--- src/rtl/scatter_deselector.sv ---
// -----------------------------------------------------------------------------
// scatter_deselector
//
// Purpose:
//   Inverse of the nibble-gather selector. Accepts 16-bit beats made of four
//   4-bit lanes and scatters every lane into one nibble of one of two 32-bit
//   accumulators (A or B). Beats accumulate until IN_LAST or until MAX_BEATS
//   beats have been taken. The assembled pair is then held on a valid/ready
//   output until the consumer takes it.
//
// Parameters:
//   CLEAR_VALUE : value loaded into both accumulators at reset and on handoff
//   MAX_BEATS   : beats per frame before a forced close (legal range 1..15)
//
// Ports:
//   CLK        in   rising-edge clock
//   RESET_L    in   asynchronous active-low reset
//   IN_VALID   in   beat valid
//   IN_READY   out  block can accept a beat (IDLE/ACCUM, not in reset)
//   IN_DATA    in   lane i = IN_DATA[4i+3:4i]
//   IN_LAST    in   final beat of the frame
//   SEL        in   SEL[i]=0 -> lane i goes to A, 1 -> lane i goes to B
//   dst_A      in   dst_A[3i+2:3i] = nibble index in A for lane i
//   dst_B      in   dst_B[3i+2:3i] = nibble index in B for lane i
//   OUT_VALID  out  OUT_A/OUT_B hold a completed frame
//   OUT_READY  in   consumer accepts the frame
//   OUT_A      out  assembled word A
//   OUT_B      out  assembled word B
//   BEAT_CNT   out  beats accepted in current/held frame
//   OVERFLOW   out  frame closed by MAX_BEATS without IN_LAST
//
// Optional feature (macro SCATTER_MASK_EN):
//   OUT_MASK_A/OUT_MASK_B [7:0] : bit k set when nibble k of A/B was written
//   by any beat of the frame. Same timing as the data, cleared on handoff.
// -----------------------------------------------------------------------------
module scatter_deselector #(
    parameter logic [31:0] CLEAR_VALUE = 32'h0000_0000,
    parameter int unsigned MAX_BEATS   = 8
) (
    input  logic        CLK,
    input  logic        RESET_L,
    input  logic        IN_VALID,
    output logic        IN_READY,
    input  logic [15:0] IN_DATA,
    input  logic        IN_LAST,
    input  logic [3:0]  SEL,
    input  logic [11:0] dst_A,
    input  logic [11:0] dst_B,
    output logic        OUT_VALID,
    input  logic        OUT_READY,
    output logic [31:0] OUT_A,
    output logic [31:0] OUT_B,
    output logic [3:0]  BEAT_CNT,
    output logic        OVERFLOW
`ifdef SCATTER_MASK_EN
    ,
    output logic [7:0]  OUT_MASK_A,
    output logic [7:0]  OUT_MASK_B
`endif
);

    typedef enum logic [1:0] {
        ST_IDLE  = 2'd0,
        ST_ACCUM = 2'd1,
        ST_HOLD  = 2'd2
    } state_t;

    localparam logic [4:0] MAX_BEATS_C = 5'(MAX_BEATS);

    state_t      state_r;
    logic [31:0] acc_a_r;
    logic [31:0] acc_b_r;
    logic [3:0]  beat_cnt_r;
    logic        overflow_r;
    logic        out_valid_r;

    logic        beat_acc_s;
    logic [31:0] nxt_a_s;
    logic [31:0] nxt_b_s;
    logic [4:0]  cnt_inc_s;
    logic        limit_s;
    logic        handoff_s;

    // Ready is a pure decode of the state register, forced low while reset is held.
    assign IN_READY   = RESET_L & (state_r != ST_HOLD);
    assign beat_acc_s = IN_VALID & (state_r != ST_HOLD);
    assign handoff_s  = (state_r == ST_HOLD) & OUT_READY;
    assign cnt_inc_s  = {1'b0, beat_cnt_r} + 5'd1;
    assign limit_s    = (cnt_inc_s == MAX_BEATS_C);

    assign OUT_A     = acc_a_r;
    assign OUT_B     = acc_b_r;
    assign BEAT_CNT  = beat_cnt_r;
    assign OVERFLOW  = overflow_r;
    assign OUT_VALID = out_valid_r;

    // Scatter the four lanes of the current beat into next-value copies of A/B.
    // Lanes are applied in ascending order so the highest lane wins a collision.
    always_comb begin
        nxt_a_s = acc_a_r;
        nxt_b_s = acc_b_r;
        for (int i = 32'sd0; i < 32'sd4; i++) begin
            if (SEL[i] == 1'b0) begin
                nxt_a_s[{dst_A[3*i +: 3], 2'b00} +: 4] = IN_DATA[4*i +: 4];
            end else begin
                nxt_b_s[{dst_B[3*i +: 3], 2'b00} +: 4] = IN_DATA[4*i +: 4];
            end
        end
    end

    // Frame FSM with accumulators, beat counter and registered status outputs.
    always_ff @(posedge CLK or negedge RESET_L) begin
        if (!RESET_L) begin
            state_r     <= ST_IDLE;
            acc_a_r     <= CLEAR_VALUE;
            acc_b_r     <= CLEAR_VALUE;
            beat_cnt_r  <= 4'd0;
            overflow_r  <= 1'b0;
            out_valid_r <= 1'b0;
        end else begin
            case (state_r)
                ST_IDLE, ST_ACCUM: begin
                    if (beat_acc_s) begin
                        acc_a_r    <= nxt_a_s;
                        acc_b_r    <= nxt_b_s;
                        beat_cnt_r <= cnt_inc_s[3:0];
                        // IN_LAST takes priority: a frame that ends exactly
                        // at the limit is a normal close, not an overflow.
                        if (IN_LAST) begin
                            state_r     <= ST_HOLD;
                            overflow_r  <= 1'b0;
                            out_valid_r <= 1'b1;
                        end else if (limit_s) begin
                            state_r     <= ST_HOLD;
                            overflow_r  <= 1'b1;
                            out_valid_r <= 1'b1;
                        end else begin
                            state_r <= ST_ACCUM;
                        end
                    end
                end
                ST_HOLD: begin
                    if (OUT_READY) begin
                        state_r     <= ST_IDLE;
                        acc_a_r     <= CLEAR_VALUE;
                        acc_b_r     <= CLEAR_VALUE;
                        beat_cnt_r  <= 4'd0;
                        overflow_r  <= 1'b0;
                        out_valid_r <= 1'b0;
                    end
                end
                default: begin
                    // Unreachable encoding: fall back to a clean empty frame.
                    state_r     <= ST_IDLE;
                    acc_a_r     <= CLEAR_VALUE;
                    acc_b_r     <= CLEAR_VALUE;
                    beat_cnt_r  <= 4'd0;
                    overflow_r  <= 1'b0;
                    out_valid_r <= 1'b0;
                end
            endcase
        end
    end

`ifdef SCATTER_MASK_EN
    logic [7:0] mask_a_r;
    logic [7:0] mask_b_r;
    logic [7:0] wr_a_s;
    logic [7:0] wr_b_s;

    assign OUT_MASK_A = mask_a_r;
    assign OUT_MASK_B = mask_b_r;

    // Decode which nibbles of A/B the current beat touches.
    always_comb begin
        wr_a_s = 8'h00;
        wr_b_s = 8'h00;
        for (int i = 32'sd0; i < 32'sd4; i++) begin
            if (SEL[i] == 1'b0) begin
                wr_a_s[dst_A[3*i +: 3]] = 1'b1;
            end else begin
                wr_b_s[dst_B[3*i +: 3]] = 1'b1;
            end
        end
    end

    // Sticky written-nibble masks, following the accumulator update timing.
    always_ff @(posedge CLK or negedge RESET_L) begin
        if (!RESET_L) begin
            mask_a_r <= 8'h00;
            mask_b_r <= 8'h00;
        end else if (handoff_s) begin
            mask_a_r <= 8'h00;
            mask_b_r <= 8'h00;
        end else if (beat_acc_s) begin
            mask_a_r <= mask_a_r | wr_a_s;
            mask_b_r <= mask_b_r | wr_b_s;
        end else begin
            mask_a_r <= mask_a_r;
            mask_b_r <= mask_b_r;
        end
    end
`endif

endmodule

--- config.mk ---
export PLATFORM = sky130hd
export DESIGN_NAME = scatter_deselector
export DESIGN_NICKNAME = d
export VERILOG_FILES = /design/src/rtl/scatter_deselector.sv
export SDC_FILE = /design/constraint.sdc
export NUM_CORES = 1
export LEC_CHECK = 0
export ABC_CLOCK_PERIOD_IN_PS = 2400
export BUFFER_PORTS_ARGS = -buffer_cell sky130_fd_sc_hd__buf_2
export CORE_MARGIN = 2
export CORE_UTILIZATION = 25
export CTS_CLUSTER_SIZE = 28
export DETAILED_ROUTE_END_ITERATION = 16
export GPL_TIMING_DRIVEN = 0
export HOLD_SLACK_MARGIN = 0.02
export PLACE_DENSITY = 0.53
export SLEW_MARGIN = 20
export SYNTH_ARGS = -nofsm -noshare
export SYNTH_HDL_FRONTEND = slang
export SYNTH_SLANG_ARGS = --single-unit
--- constraint.sdc ---
create_clock -name CLK -period 2.4 [get_ports CLK]
set_input_delay 0.6 -clock CLK [delete_from_list [all_inputs] [get_ports CLK]]
set_output_delay 0.6 -clock CLK [all_outputs]
set_load 0.02 [all_outputs]
After elaboration in Yosys (flattened, before gate mapping)
Index checks and enable logic that the tools add are counted.
- bits in registers: 72
- bits of input ports: 49
- output and inout bits: 71
- word-level logic and storage cells: 81
- add/sub/neg operators: 9
- equal/unequal tests: 7
- shift-type cells: 16
- muxes and demuxes: 37
- bitwise operators: 2
- reduce and logical (&&, ||, !) cells: 4
- operators with widths (operator ; number):
    32-bit 2-to-1 mux ; 11
    32-bit bitwise mux ; 8
    4-bit by 7-bit variable shift with 32-bit output (first input constant) ; 8
    4-bit by 7-bit variable part select with 32-bit output ; 8
    32-bit one-hot mux with 2 select lines ; 2
    5-bit negation with 7-bit output ; 8
    2-bit 2-to-1 mux ; 4
    4-bit 2-to-1 mux ; 2
    4-bit one-hot mux with 2 select lines ; 1
    1-bit 2-to-1 mux ; 6
    2-bit inequality test (second input constant) ; 3
    4-bit by 1-bit adder with 5-bit output (second input constant) ; 1
    5-bit by 4-bit equality test with 1-bit output (second input constant) ; 1
    1-bit one-hot mux with 2 select lines ; 2
    2-bit one-hot mux with 2 select lines ; 1
    3-bit inequality test (second input constant) ; 1
    3-bit AND reduction ; 1
    1-bit bitwise AND ; 2
    2-bit by 1-bit equality test with 1-bit output (second input constant) ; 1
    2-bit equality test (second input constant) ; 1
    2-bit zero test ; 1
    2-bit AND reduction ; 1
    2-bit OR reduction ; 1

Logic depth before layout (Yosys ltp)
- depth after elaboration: 12
- mapped depth: 10
- gate-level depth less buffers: 8

Worst setup path before layout
No wires, ideal clock.
- kind: input-to-reg
- from: input port dst_A[3]
- to: register acc_a_r[25] (netlist: OUT_A[25])
- setup time: 124 ps
- arrival: 2543 ps
- data required time: 2276 ps
- slack: -267 ps
- cell stages on the path: 9
- path buffers: 2
- cell sequence: clkbuf_1 inv_1 ha_1 ha_1 or4_1 buf_2 o21ai_0 a211oi_1 a211o_1
- cells in the longest elaborated chain, start to end: 10
- elaborated cells on any way between the ends: 11
- RTL lines (what ; RTL line ; RTL):
    start, declared ; 47 ; input logic [11:0] dst_A,
    5-bit negation with 7-bit output * ; 104 ; nxt_a_s[{dst_A[3*i +: 3], 2'b00} +: 4] = IN_DATA[4*i +: 4];
    4-bit by 7-bit variable part select with 32-bit output or 4-bit by 7-bit variable shift with 32-bit output (tied branches) ; 104 ;
    32-bit bitwise mux * ; 104 ;
    32-bit 2-to-1 mux * ; 103 ; if (SEL[i] == 1'b0) begin
    32-bit bitwise mux ; 104 ;
    32-bit 2-to-1 mux * ; 103 ;
    32-bit bitwise mux ; 104 ;
    32-bit 2-to-1 mux * ; 103 ;
    32-bit 2-to-1 mux * ; 123 ; if (beat_acc_s) begin
    32-bit one-hot mux with 2 select lines * ; 121 ; case (state_r)
    end signal, assigned ; 124 ; acc_a_r <= nxt_a_s;
    end, declared ; 71 ; logic [31:0] acc_a_r;
Every way passes the cells marked *; elsewhere a longest branch is shown, timed or not. The select of a mux whose other input is x is not followed.
A chain may end at the register's enable or synchronous reset.

Worst setup path in the final report
- from: input port dst_B[6]
- to: register acc_b_r[27] (netlist: OUT_B[27])
- cells in the longest elaborated chain, start to end: 8
- elaborated cells on any way between the ends: 9
- RTL lines (what ; RTL line ; RTL):
    start, declared ; 48 ; input logic [11:0] dst_B,
    5-bit negation with 7-bit output * ; 106 ; nxt_b_s[{dst_B[3*i +: 3], 2'b00} +: 4] = IN_DATA[4*i +: 4];
    4-bit by 7-bit variable part select with 32-bit output or 4-bit by 7-bit variable shift with 32-bit output (tied branches) ; 106 ;
    32-bit bitwise mux * ; 106 ;
    32-bit 2-to-1 mux * ; 103 ;
    32-bit bitwise mux ; 106 ;
    32-bit 2-to-1 mux * ; 103 ;
    32-bit 2-to-1 mux * ; 123 ;
    32-bit one-hot mux with 2 select lines * ; 121 ;
    end signal, assigned ; 125 ; acc_b_r <= nxt_b_s;
    end, declared ; 72 ; logic [31:0] acc_b_r;
Marks and branches as above.

==> results.sh <==
export IMPL_status="finished, final reports clean"
export IMPL_setup_ws_ps=70.70
export IMPL_wirelength_um=30910
export IMPL_post_place_ws_ps=-810.9
export IMPL_crit_required_ps=2640
export IMPL_synth_edf_count=0
export IMPL_syn_inst=843
export IMPL_slew_headroom_pct=31.71
export IMPL_yosysWarnings=0
export IMPL_cp_cell_sequence="buf_6 > inv_2 > ha_1 > ha_2 > nand3b_1 > buf_4 > nor4_4 > nor2_2 > o21a_1 > a221o_1"
export IMPL_synthTopCellsByCount="98 x nor2_1, 83 x nand2_1, 77 x o21ai_0"
export IMPL_rows=59
export IMPL_synth_xor_area_share_pct=0.1336
export IMPL_final_max_slew_viol_count=0
export IMPL_arrival_ps=2570
export IMPL_dr_wl_met2_um=13230
export IMPL_min_period_over_period_pct=97.05
export IMPL_grt_pass1_vias=7201
export IMPL_cts_hold_buf=0
export IMPL_cpPeakStageDelay_ps=410
export IMPL_cts_root_buf="clkbuf_16"
export IMPL_switching_share_pct=44.64
export IMPL_max_freq_ghz=0.4293
export IMPL_path_clk_slew_ps=70
export IMPL_path_depth=10
export IMPL_start_util_pct=25.30
export IMPL_fillCellCount=2764
export IMPL_hold_class="in2async"
export IMPL_gr_total_overflow=0
export IMPL_drtIter0Drc=734
export IMPL_crit_buf_inv=3
export IMPL_ios=120
export IMPL_met3_length_um=2888
export IMPL_layoutNonFillerInstCount=1322
export IMPL_p_int_uw=3295
export IMPL_drive_above_1_share_pct=27.86
export IMPL_diodes=0
export IMPL_regArea_um2=1802
export IMPL_ys_types=67
export IMPL_cp_top_family="simple AND/OR/NAND/NOR gates"
export IMPL_synth_area_leaders="dfrtp_1 27%, o21ai_0 5.9%, nor2_1 5.6%, mux2_2 4.8%, nand2_1 4.8%"
export IMPL_antenna_found_initial=0
export IMPL_leakage_uw=0.003787
export IMPL_via_count=7612
export IMPL_cts_buffers=9
export IMPL_gp_congestion=0.9549
export IMPL_fp_dieH_um=165.9
export IMPL_rsz0062_at_grt="true"
export IMPL_seq_power_share_pct=30.3
export IMPL_grtUsageTotal_pct=21.77
export IMPL_synth_ff_type="dfrtp_1"
export IMPL_coreArea_um2=25910
export IMPL_post_drt_via_cell_ratio=5.758
export IMPL_synth_simple_area_share_pct=25.88
export IMPL_pwr_share_comb_pct=45.7
export IMPL_yosysTopAreaCell="dfrtp_1"
export IMPL_crit_type="in2reg"
export IMPL_p_per_area_nw_per_um2=697.2
export IMPL_synth_most_common_cell="nor2_1"
export IMPL_syn_area_um2=6555
export IMPL_drc=0
export IMPL_place_hpwl_um=22900
export IMPL_wirelength_met1_um=13490
export IMPL_grt_pass1_wl_um=45900
export IMPL_critPathLaunchType="input pin"
export IMPL_syn_to_final_growth_pct=30.23
export IMPL_cts_path_max_buffers=2
export IMPL_clock_power_share_pct=24.0
export IMPL_synth_top_family_by_area="compound AO/OA/AOI/OAI gates"
export IMPL_wire_per_inst_um=23.38
export IMPL_die_area_um2=27530
export IMPL_portBuffers=110
export IMPL_tritoncts_num_sinks=72
export IMPL_die_w_um=165.9
export IMPL_dr_max_layer_used="met4"
export IMPL_first_pass_iters=6
export IMPL_multi_input_area_um2=4867
export IMPL_syn_avg_cell_area_um2=7.776
export IMPL_synthAdderAreaFrac_pct=3.627
export IMPL_end_kind="register"
export IMPL_synth_top_area_share_pct=27.49
export IMPL_worst_pin_slew_ps=1024
export IMPL_grt_max_degree=51
export IMPL_fin_nets=1050
export IMPL_finalCriticalPeriod_ps=2329
export IMPL_h_tree_depth=3
export IMPL_ant_nets=0
export IMPL_async_flop_share_pct=100.0
export IMPL_clock_skew_ps=13.96
export IMPL_setup_violations=0
export IMPL_max_cap_violations=0
export IMPL_ys_ff_latch=72
export IMPL_dp_cells=1289
export IMPL_p_switching_uw=2657
export IMPL_insertion_delay_ps=370
export IMPL_cts_tree="yes"
export IMPL_synth_compound_area_share_pct=28.14
export IMPL_synth_area_mux_share_pct=9.620
export IMPL_cp_max_fo=6
export IMPL_peakVddDrop_v=0.0004075
export IMPL_synth_seq_area_share_pct=27.49
export IMPL_hold_viol=0
export IMPL_rr_worst_depth=6
export IMPL_cp_slowest_cell="nor4_4"
export IMPL_syn_nets=911
==> metal layers <==
| layer | up-vias | global-route usage, % |
|---|---|---|
| li1 | 3458 | - |
| met1 | 3640 | 29.68 |
| met2 | 426 | 32.40 |
| met3 | 88 | 4.933 |
| met4 | 0 | 10.70 |
| met5 | - | 0 |
==> layout make-up <==
class | count | share of cell area (%)
Inverter | 41 | 2.096
Timing Repair Buffer | 128 | 8.515
Tap cell | 335 | 4.910
Multi-Input combinational cell | 686 | 57.01
Clock buffer | 9 | 2.638
Sequential cell | 72 | 21.11
Buffer | 44 | 2.887
Clock inverter | 7 | 0.8354
==> layout by cell type (no fill, tap or decap), types with 13 or more instances in the layout <==
cell type  count
nand3_1       24
o21ai_0       67
a211o_1       13
clkbuf_1      23
nor2_1        89
nand2_1       79
mux2i_1       27
a221oi_1      22
and2_1        14
o21ai_1       24
mux2_2        28
a211oi_1      16
inv_1         36
buf_2        110
buf_4         19
dfrtp_1       72
a21oi_1       37
==> through the flow <==
stage,setup TNS [ps],hold slack [ps],util (%),power (uW),cell area [um2]
finish,0,159.9,32.95,5952,8537
global route,-95.53,178.8,32.95,6263,8537
floorplan,-23.63,304.4,-,3384,6798
CTS,-1661,171.2,31.60,5826,8189
global placement,-25970,497.9,29.98,4360,7767
detailed placement,-26240,499.4,30.09,4384,7797
==> repair_timing <==
item | 4_1_cts | 5_1_grt
endpoints found under the setup margin | 42 | 65
pin swaps | 1 | 15
resized for setup | 19 | 72
setup buffers | 1 | 16
==> cells by family (layout without fill, tap and decap cells) <==
group | after synthesis | in the layout
AND/OR/NAND/NOR | 336 | 336
flip-flops | 72 | 72
XOR/XNOR | 1 | 1
AO/OA/AOI/OAI | 271 | 271
buffers and inverters | 85 | 229
multiplexers | 59 | 59
adder cells (fa/ha/maj) | 19 | 19
==> flip-flops by register name, indices dropped and copies added (netlist names) <==
| name | count |
|---|---|
| BEAT_CNT | 4 |
| OUT_A | 32 |
| OUT_B | 32 |
| OUT_VALID | 1 |
| OVERFLOW | 1 |
| state_r | 2 |
==> path summary, 6_finish.rpt <==
path / slack (ps) / startpoint / endpoint
worst min-delay path: 160 / RESET_L / OUT_B[21]$_DFFE_PN0P_
worst max-delay path: 70 / dst_B[6] / OUT_B[27]$_DFFE_PN0P_
worst min register to register: 510 / BEAT_CNT[2]$_DFFE_PN0P_ / BEAT_CNT[2]$_DFFE_PN0P_
min in group CLK: 510 / BEAT_CNT[2]$_DFFE_PN0P_ / BEAT_CNT[2]$_DFFE_PN0P_
worst max register to register: 180 / state_r[1]$_DFFE_PN0P_ / OUT_B[28]$_DFFE_PN0P_
max in group asynchronous: 1620 / RESET_L / OUT_A[8]$_DFFE_PN0P_
==> power by group through the flow <==
stage | Clock, uW | Combinational (uW) | Sequential (uW)
floorplan | 0 | 1310 | 2080
global placement | 0 | 2550 | 1810
detailed placement | 0 | 2560 | 1820
CTS | 1440 | 2590 | 1800
global route | 1500 | 2920 | 1840
finish | 1430 | 2720 | 1800
Note: power is estimated with default switching activity, not from simulation.
